[config.mk]
export PLATFORM = sky130hd
export DESIGN_NAME = mfp_uart_transmitter
export DESIGN_NICKNAME = d
export VERILOG_FILES = /design/src/rtl/mfp_uart_transmitter_pkg.sv /design/src/rtl/mfp_uart_tx_fifo.sv /design/src/rtl/mfp_uart_transmitter.sv
export SDC_FILE = /design/constraint.sdc
export NUM_CORES = 1
export LEC_CHECK = 0
export BUFFER_PORTS_ARGS = -buffer_cell sky130_fd_sc_hd__buf_2
export CAP_MARGIN = 20
export CELL_PAD_IN_SITES_DETAIL_PLACEMENT = 1
export CELL_PAD_IN_SITES_GLOBAL_PLACEMENT = 2
export CORE_UTILIZATION = 40
export CTS_BUF_LIST = sky130_fd_sc_hd__clkbuf_8
export DETAILED_ROUTE_END_ITERATION = 8
export PLACE_DENSITY_LB_ADDON = 0.1
export SLEW_MARGIN = 5
export SYNTH_ARGS = -nofsm -noshare
export SYNTH_HDL_FRONTEND = slang
export SYNTH_HIERARCHICAL = 1
export SYNTH_SLANG_ARGS = --single-unit
[constraint.sdc]
create_clock -name clock -period 2.3 [get_ports clock]
set_input_delay 0.575 -clock clock [delete_from_list [all_inputs] [get_ports clock]]
set_output_delay 0.575 -clock clock [all_outputs]
set_load 0.01 [all_outputs]
[src/rtl/mfp_uart_transmitter_pkg.sv]
// Shared 8N1 UART constants and FSM state encoding, reusable by the receiver.
// Pure declarations: no logic, no latency, no flow control.
package mfp_uart_transmitter_pkg;
  localparam int DATA_BITS = 8;
  localparam int STOP_BITS = 1;

  typedef enum logic [1:0] {
    ST_IDLE  = 2'd0,
    ST_START = 2'd1,
    ST_DATA  = 2'd2,
    ST_STOP  = 2'd3
  } uart_state_e;
endpackage

[src/rtl/mfp_uart_tx_fifo.sv]
// Circular byte FIFO; head entry readable combinationally, state updates one edge after push/pop.
// Pushes while full are dropped (writer must watch full); pops while empty are ignored.
module mfp_uart_tx_fifo
  import mfp_uart_transmitter_pkg::*;
#(
  parameter int FIFO_DEPTH_LOG2 = 2
) (
  input  logic                 clock,
  input  logic                 reset,
  input  logic                 push,
  input  logic [DATA_BITS-1:0] push_data,
  input  logic                 pop,
  output logic [DATA_BITS-1:0] pop_data,
  output logic                 empty,
  output logic                 full
);
  localparam int DEPTH = 1 << FIFO_DEPTH_LOG2;

  logic [DATA_BITS-1:0]     mem_q [DEPTH];
  logic [FIFO_DEPTH_LOG2-1:0] wr_ptr_q;
  logic [FIFO_DEPTH_LOG2-1:0] rd_ptr_q;
  logic [FIFO_DEPTH_LOG2:0]   count_q;
  logic                       do_push;
  logic                       do_pop;

  assign full     = (count_q == (FIFO_DEPTH_LOG2 + 1)'(DEPTH));
  assign empty    = (count_q == '0);
  assign do_push  = push && !full;
  assign do_pop   = pop && !empty;
  assign pop_data = mem_q[rd_ptr_q];

  always_ff @(posedge clock) begin
    if (do_push) begin
      mem_q[wr_ptr_q] <= push_data;
    end
  end

  // Pointers wrap naturally at DEPTH since DEPTH is a power of two.
  always_ff @(posedge clock) begin
    if (reset) begin
      wr_ptr_q <= '0;
      rd_ptr_q <= '0;
      count_q  <= '0;
    end else begin
      if (do_push) wr_ptr_q <= wr_ptr_q + 1'b1;
      if (do_pop)  rd_ptr_q <= rd_ptr_q + 1'b1;
      case ({do_push, do_pop})
        2'b10:   count_q <= count_q + 1'b1;
        2'b01:   count_q <= count_q - 1'b1;
        default: count_q <= count_q;
      endcase
    end
  end
endmodule

[src/rtl/mfp_uart_transmitter.sv]
// 8N1 UART transmitter fed by a small FIFO; tx falls the edge after the FIFO pop, 10*DIV cycles per frame.
// wr_ready drops only while the FIFO is full; frames run back-to-back while data is queued.
module mfp_uart_transmitter
  import mfp_uart_transmitter_pkg::*;
#(
  parameter int CLOCK_FREQUENCY = 50_000_000,
  parameter int BAUD_RATE       = 115200,
  parameter int FIFO_DEPTH_LOG2 = 2
) (
  input  logic                 clock,
  input  logic                 reset,
  input  logic                 wr_valid,
  input  logic [DATA_BITS-1:0] wr_data,
  output logic                 wr_ready,
  output logic                 tx,
  output logic                 busy
);
  localparam int DIV    = CLOCK_FREQUENCY / BAUD_RATE;
  localparam int BAUD_W = (DIV > 1) ? $clog2(DIV) : 1;
  localparam int IDX_W  = $clog2(DATA_BITS);

  generate
    if (DIV < 2) begin : g_div_check
      $error("mfp_uart_transmitter: CLOCK_FREQUENCY / BAUD_RATE must be at least 2");
    end
  endgenerate

  uart_state_e          state_q;
  logic [BAUD_W-1:0]    baud_q;
  logic [IDX_W-1:0]     idx_q;
  logic [DATA_BITS-1:0] shift_q;
  logic                 tx_q;

  logic                 fifo_pop;
  logic                 fifo_empty;
  logic                 fifo_full;
  logic [DATA_BITS-1:0] fifo_data;
  logic                 baud_end;
  logic                 stop_done;

  mfp_uart_tx_fifo #(
    .FIFO_DEPTH_LOG2(FIFO_DEPTH_LOG2)
  ) u_fifo (
    .clock    (clock),
    .reset    (reset),
    .push     (wr_valid),
    .push_data(wr_data),
    .pop      (fifo_pop),
    .pop_data (fifo_data),
    .empty    (fifo_empty),
    .full     (fifo_full)
  );

  assign baud_end  = (baud_q == BAUD_W'(DIV - 1));
  assign stop_done = (state_q == ST_STOP) && baud_end && (idx_q == IDX_W'(STOP_BITS - 1));
  // Popping at the end of STOP is what makes consecutive frames gapless.
  assign fifo_pop  = !fifo_empty && ((state_q == ST_IDLE) || stop_done);

  assign wr_ready = !fifo_full;
  assign busy     = (state_q != ST_IDLE) || !fifo_empty;
  assign tx       = tx_q;

  always_ff @(posedge clock) begin
    if (reset) begin
      state_q <= ST_IDLE;
      baud_q  <= '0;
      idx_q   <= '0;
      shift_q <= '0;
      tx_q    <= 1'b1;
    end else begin
      baud_q <= (state_q == ST_IDLE || baud_end) ? '0 : baud_q + 1'b1;
      case (state_q)
        ST_START: begin
          if (baud_end) begin
            state_q <= ST_DATA;
            idx_q   <= '0;
            tx_q    <= shift_q[0];
          end
        end
        ST_DATA: begin
          if (baud_end) begin
            if (idx_q == IDX_W'(DATA_BITS - 1)) begin
              state_q <= ST_STOP;
              idx_q   <= '0;
              tx_q    <= 1'b1;
            end else begin
              shift_q <= shift_q >> 1;
              idx_q   <= idx_q + 1'b1;
              tx_q    <= shift_q[1];
            end
          end
        end
        ST_STOP: begin
          if (stop_done) begin
            if (fifo_pop) begin
              state_q <= ST_START;
              shift_q <= fifo_data;
              tx_q    <= 1'b0;
            end else begin
              state_q <= ST_IDLE;
              tx_q    <= 1'b1;
            end
          end else if (baud_end) begin
            idx_q <= idx_q + 1'b1;
          end
        end
        default: begin
          tx_q <= 1'b1;
          if (fifo_pop) begin
            state_q <= ST_START;
            shift_q <= fifo_data;
            tx_q    <= 1'b0;
          end
        end
      endcase
    end
  end
endmodule

==> impl_metrics.py <==
metrics = {
    "clock_network": {
        "cts_tree": "done",
        "clk_latency_ns": 0.35,
        "clk_pin_slew_ns": 0.08,
        "cts.sinks": 64,
        "ctsHoldBuffers": 0,
        "cts_buffer_depth": 2,
        "clock-root-buffer": "clkbuf_8",
        "cts_setup_buffers": 0,
        "numCtsBuffers": 9,
        "htreeDepth": 3,
    },
    "route": {
        "viasPerCell": 5.09,
        "totalWireLength_um": 5980,
        "ant_nets": 0,
        "drt_first_pass_iters": 4,
        "drtIter0Drc": 61,
        "wire_per_inst_um": 15.4,
        "vias": 1979,
        "post-route-drc-count": 0,
    },
    "logic_synthesis": {
        "yosysTopAreaCell": "edfxtp_1",
        "synthArstFlopShare_pct": 0,
        "synth_edf_count": 32,
        "synth_nets": 269,
        "syn_inst": 242,
        "yosys.cell_types.count": 48,
        "synth_warnings": 6,
        "synth.top_cell.area_share_pct": 32.2,
        "synth_seq_area_share_pct": 53.6,
        "synth_area_sq_um": 2990,
        "synth.area.top_cells": "edfxtp_1 (32%), dfxtp_1 (21%), ha_1 (6.3%)",
        "synth_common_cells": "dfxtp_1 (32), edfxtp_1 (32), a21oi_1 (20), nor2_1 (20)",
        "postSynthAreaPerCell_sq_um": 12.3,
        "synthFlopType": "edfxtp_1",
        "yosys_register_bits": 64,
    },
    "power_and_ir_drop": {
        "finalPower_uw": 4020,
        "cellPowerDensity_nw_per_um2": 1120,
        "power_switching_uw": 1340,
        "vdd_drop_max_mv": 0.720,
        "p_leak_uw": 0.00133,
        "combPwrFrac_pct": 35.4,
        "p_seq_share_pct": 37.0,
        "p_sw_share_pct": 33.3,
        "p_clk_share_pct": 27.6,
        "p_int_uw": 2680,
    },
    "place": {
        "placedCellCount": 373,
        "io_buffers": 13,
        "finalWeightedCongestion": 0.755,
        "dpl_worst_slack_ns": -0.0438,
        "hpwl_um": 4230,
        "placed_cell_area_sq_um": 3330,
    },
    "global_route": {
        "use_met3_pct": 3.73,
        "use_met1_pct": 21.7,
        "grt_antenna_before_repair": 0,
        "grt_pass1_vias": 2055,
        "grt_max_degree": 26,
        "globalRoute.totalOverflow": 0,
        "grtUsageTotal_pct": 17.4,
        "top_usage_layer": "met2",
        "gr-usage-met2_pct": 28.9,
        "grt_pass1_wl_um": 10000,
    },
    "die": {
        "io_pins": 14,
        "start_util_pct": 41.2,
        "rows": 31,
        "core-area_sq_um": 7250,
        "die_x_um": 88.4,
        "die_area_sq_um": 7820,
        "chipHeight_um": 88.4,
    },
    "sta": {
        "slew_violations": 0,
        "rsz0062_at_grt": "true",
        "finalCritPeriodShare_pct": 97.9,
        "hold-worst-slack_ns": 0.438,
        "setup_viol": 0,
        "fmax_mhz": 444,
        "fin_crit_ns": 2.25,
        "setup_slack_ns": 0.0475,
        "tightestPinTransition_ns": 0.576,
        "maxSlewHeadroom_pct": 61.6,
        "finalClockSkew_ns": 0.00587,
        "finalHoldViolCount": 0,
    },
    "worst_setup_path": {
        "cp-start-kind": "flip-flop",
        "cp_max_fo": 3,
        "r2r_cells": 12,
        "critical_path_class": "reg2reg",
        "crit_chain": "inv_1, ha_1, and4_4, a41o_2, o31ai_2, inv_1, ha_2, inv_1, fa_2, xor2_1, or3_1, a21oi_2",
        "cp_common_cell": "inv_1",
        "cp_slowest_stage_delay_ns": 0.33,
        "required_ns": 2.58,
        "cp.arrival_ns": 2.53,
        "endpoint_kind": "flip-flop",
        "cp_slowest_cell": "fa_2",
    },
    "layout": {
        "stdcell_count": 389,
        "nets": 312,
        "layout-drive-gt1-share_pct": 33.1,
        "area_growth_pct": 20.3,
        "antenna_cells": 0,
        "final_cell_area_sq_um": 3590,
    },
    "hold_path": {
        "min_path_type": "in2reg",
        "min_delay_path_depth": 1,
    },
    "run_status": {
        "status": "completed",
    },
    "run": {
        "cap_violations": 0,
    },
}
-- power groups by stage --
| stage | Combinational [uW] | Sequential, uW | Clock, uW |
|---|---|---|---|
| 2_1_floorplan | 1040 | 1470 | 0 |
| 3_3_place_gp | 1390 | 1490 | 0 |
| 3_5_place_dp | 1410 | 1500 | 0 |
| 4_1_cts | 1440 | 1480 | 1140 |
| 5_1_grt | 1580 | 1510 | 1180 |
| 6_report | 1420 | 1490 | 1110 |
-- worst paths after layout --
kind,start,to,slack (ns)
setup / recovery,baud_q[1],u_fifo/count_q[2],0.05
hold / removal,wr_data[3],u_fifo/mem_q[0][3],0.44
setup reg to reg,baud_q[1],u_fifo/count_q[2],0.05
hold reg to reg,tx,tx,0.48
-- flip-flops by register name, indices dropped and copies added, names as in the netlist, named ones only --
register and count:
shift_q 8, u_fifo/mem_q 32, u_fifo/wr_ptr_q 2, tx 1
u_fifo/count_q 3, state_q 2, u_fifo/rd_ptr_q 2, idx_q 3
baud_q 9
-- logic make-up after synthesis --
| group | Yosys count | share of synthesized area (%) |
|---|---|---|
| DFF | 64 | 53.6 |
| and+or+nand+nor | 63 | 12.3 |
| AOI/OAI and AO/OA | 50 | 11.9 |
| buffers and inverters | 24 | 3.90 |
| muxes | 16 | 8.71 |
| adders and majority gates | 16 | 6.95 |
| xor gates and xnor gates | 9 | 2.64 |
-- critical path: cells and delay by family (launching register included) --
family / cells / cell delay [ns]
simple gates: 2 / 0.52
flops: 1 / 0.32
compound gates: 3 / 0.41
buf+inv: 3 / 0.16
xor+xnor: 1 / 0.15
fa+ha+maj: 3 / 0.62
-- repair_timing --
item,CTS,global route
endpoints found under the setup margin,1,2
resized for setup,5,7
pin swaps,3,0
-- layer usage --
| metal | up-vias | routed length (um) |
|---|---|---|
| li1 | 967 | - |
| met1 | 978 | 2740 |
| met2 | 23 | 2980 |
| met3 | 11 | 157 |
| met4 | 0 | 100 |
| met5 | - | 0 |
-- final cells by class --
cell class                 count  area (sq um)
fill                         789          3660
tap                           99           124
inverter                      15          56.3
multi-input combinational    154          1300
clock buffer                   9           124
clock inverter                 7           103
sequential                    64          1610
timing repair buffer          41           275
-- cells in the final DEF (no fill, tap or decap), types with 2 or more instances in the layout --
cell,n
a211oi_2,7
a21oi_1,19
a31oi_1,2
and2_1,4
and3_1,2
buf_2,13
buf_4,28
bufinv_16,2
clkbuf_8,9
clkinv_4,2
dfxtp_1,28
dfxtp_2,4
edfxtp_1,32
ha_1,13
inv_1,14
inv_6,2
mux2i_1,8
mux4_2,8
nand2_1,8
nand2b_1,5
nand3_1,3
nand4_1,2
nor2_1,20
o211ai_1,3
o21ai_0,10
or3_1,6
xnor2_1,3
xor2_1,6
-- through the flow --
stage / setup TNS, ns / utilization, %
after detailed placement: -0.0438 / 45.9
final: 0 / 49.5
after floorplan: 0 / -
after global placement: -0.00783 / 45.9
after CTS: 0 / 49.3
after global routing: -0.114 / 49.5
No activity file was read; power rests on OpenSTA's default activity.
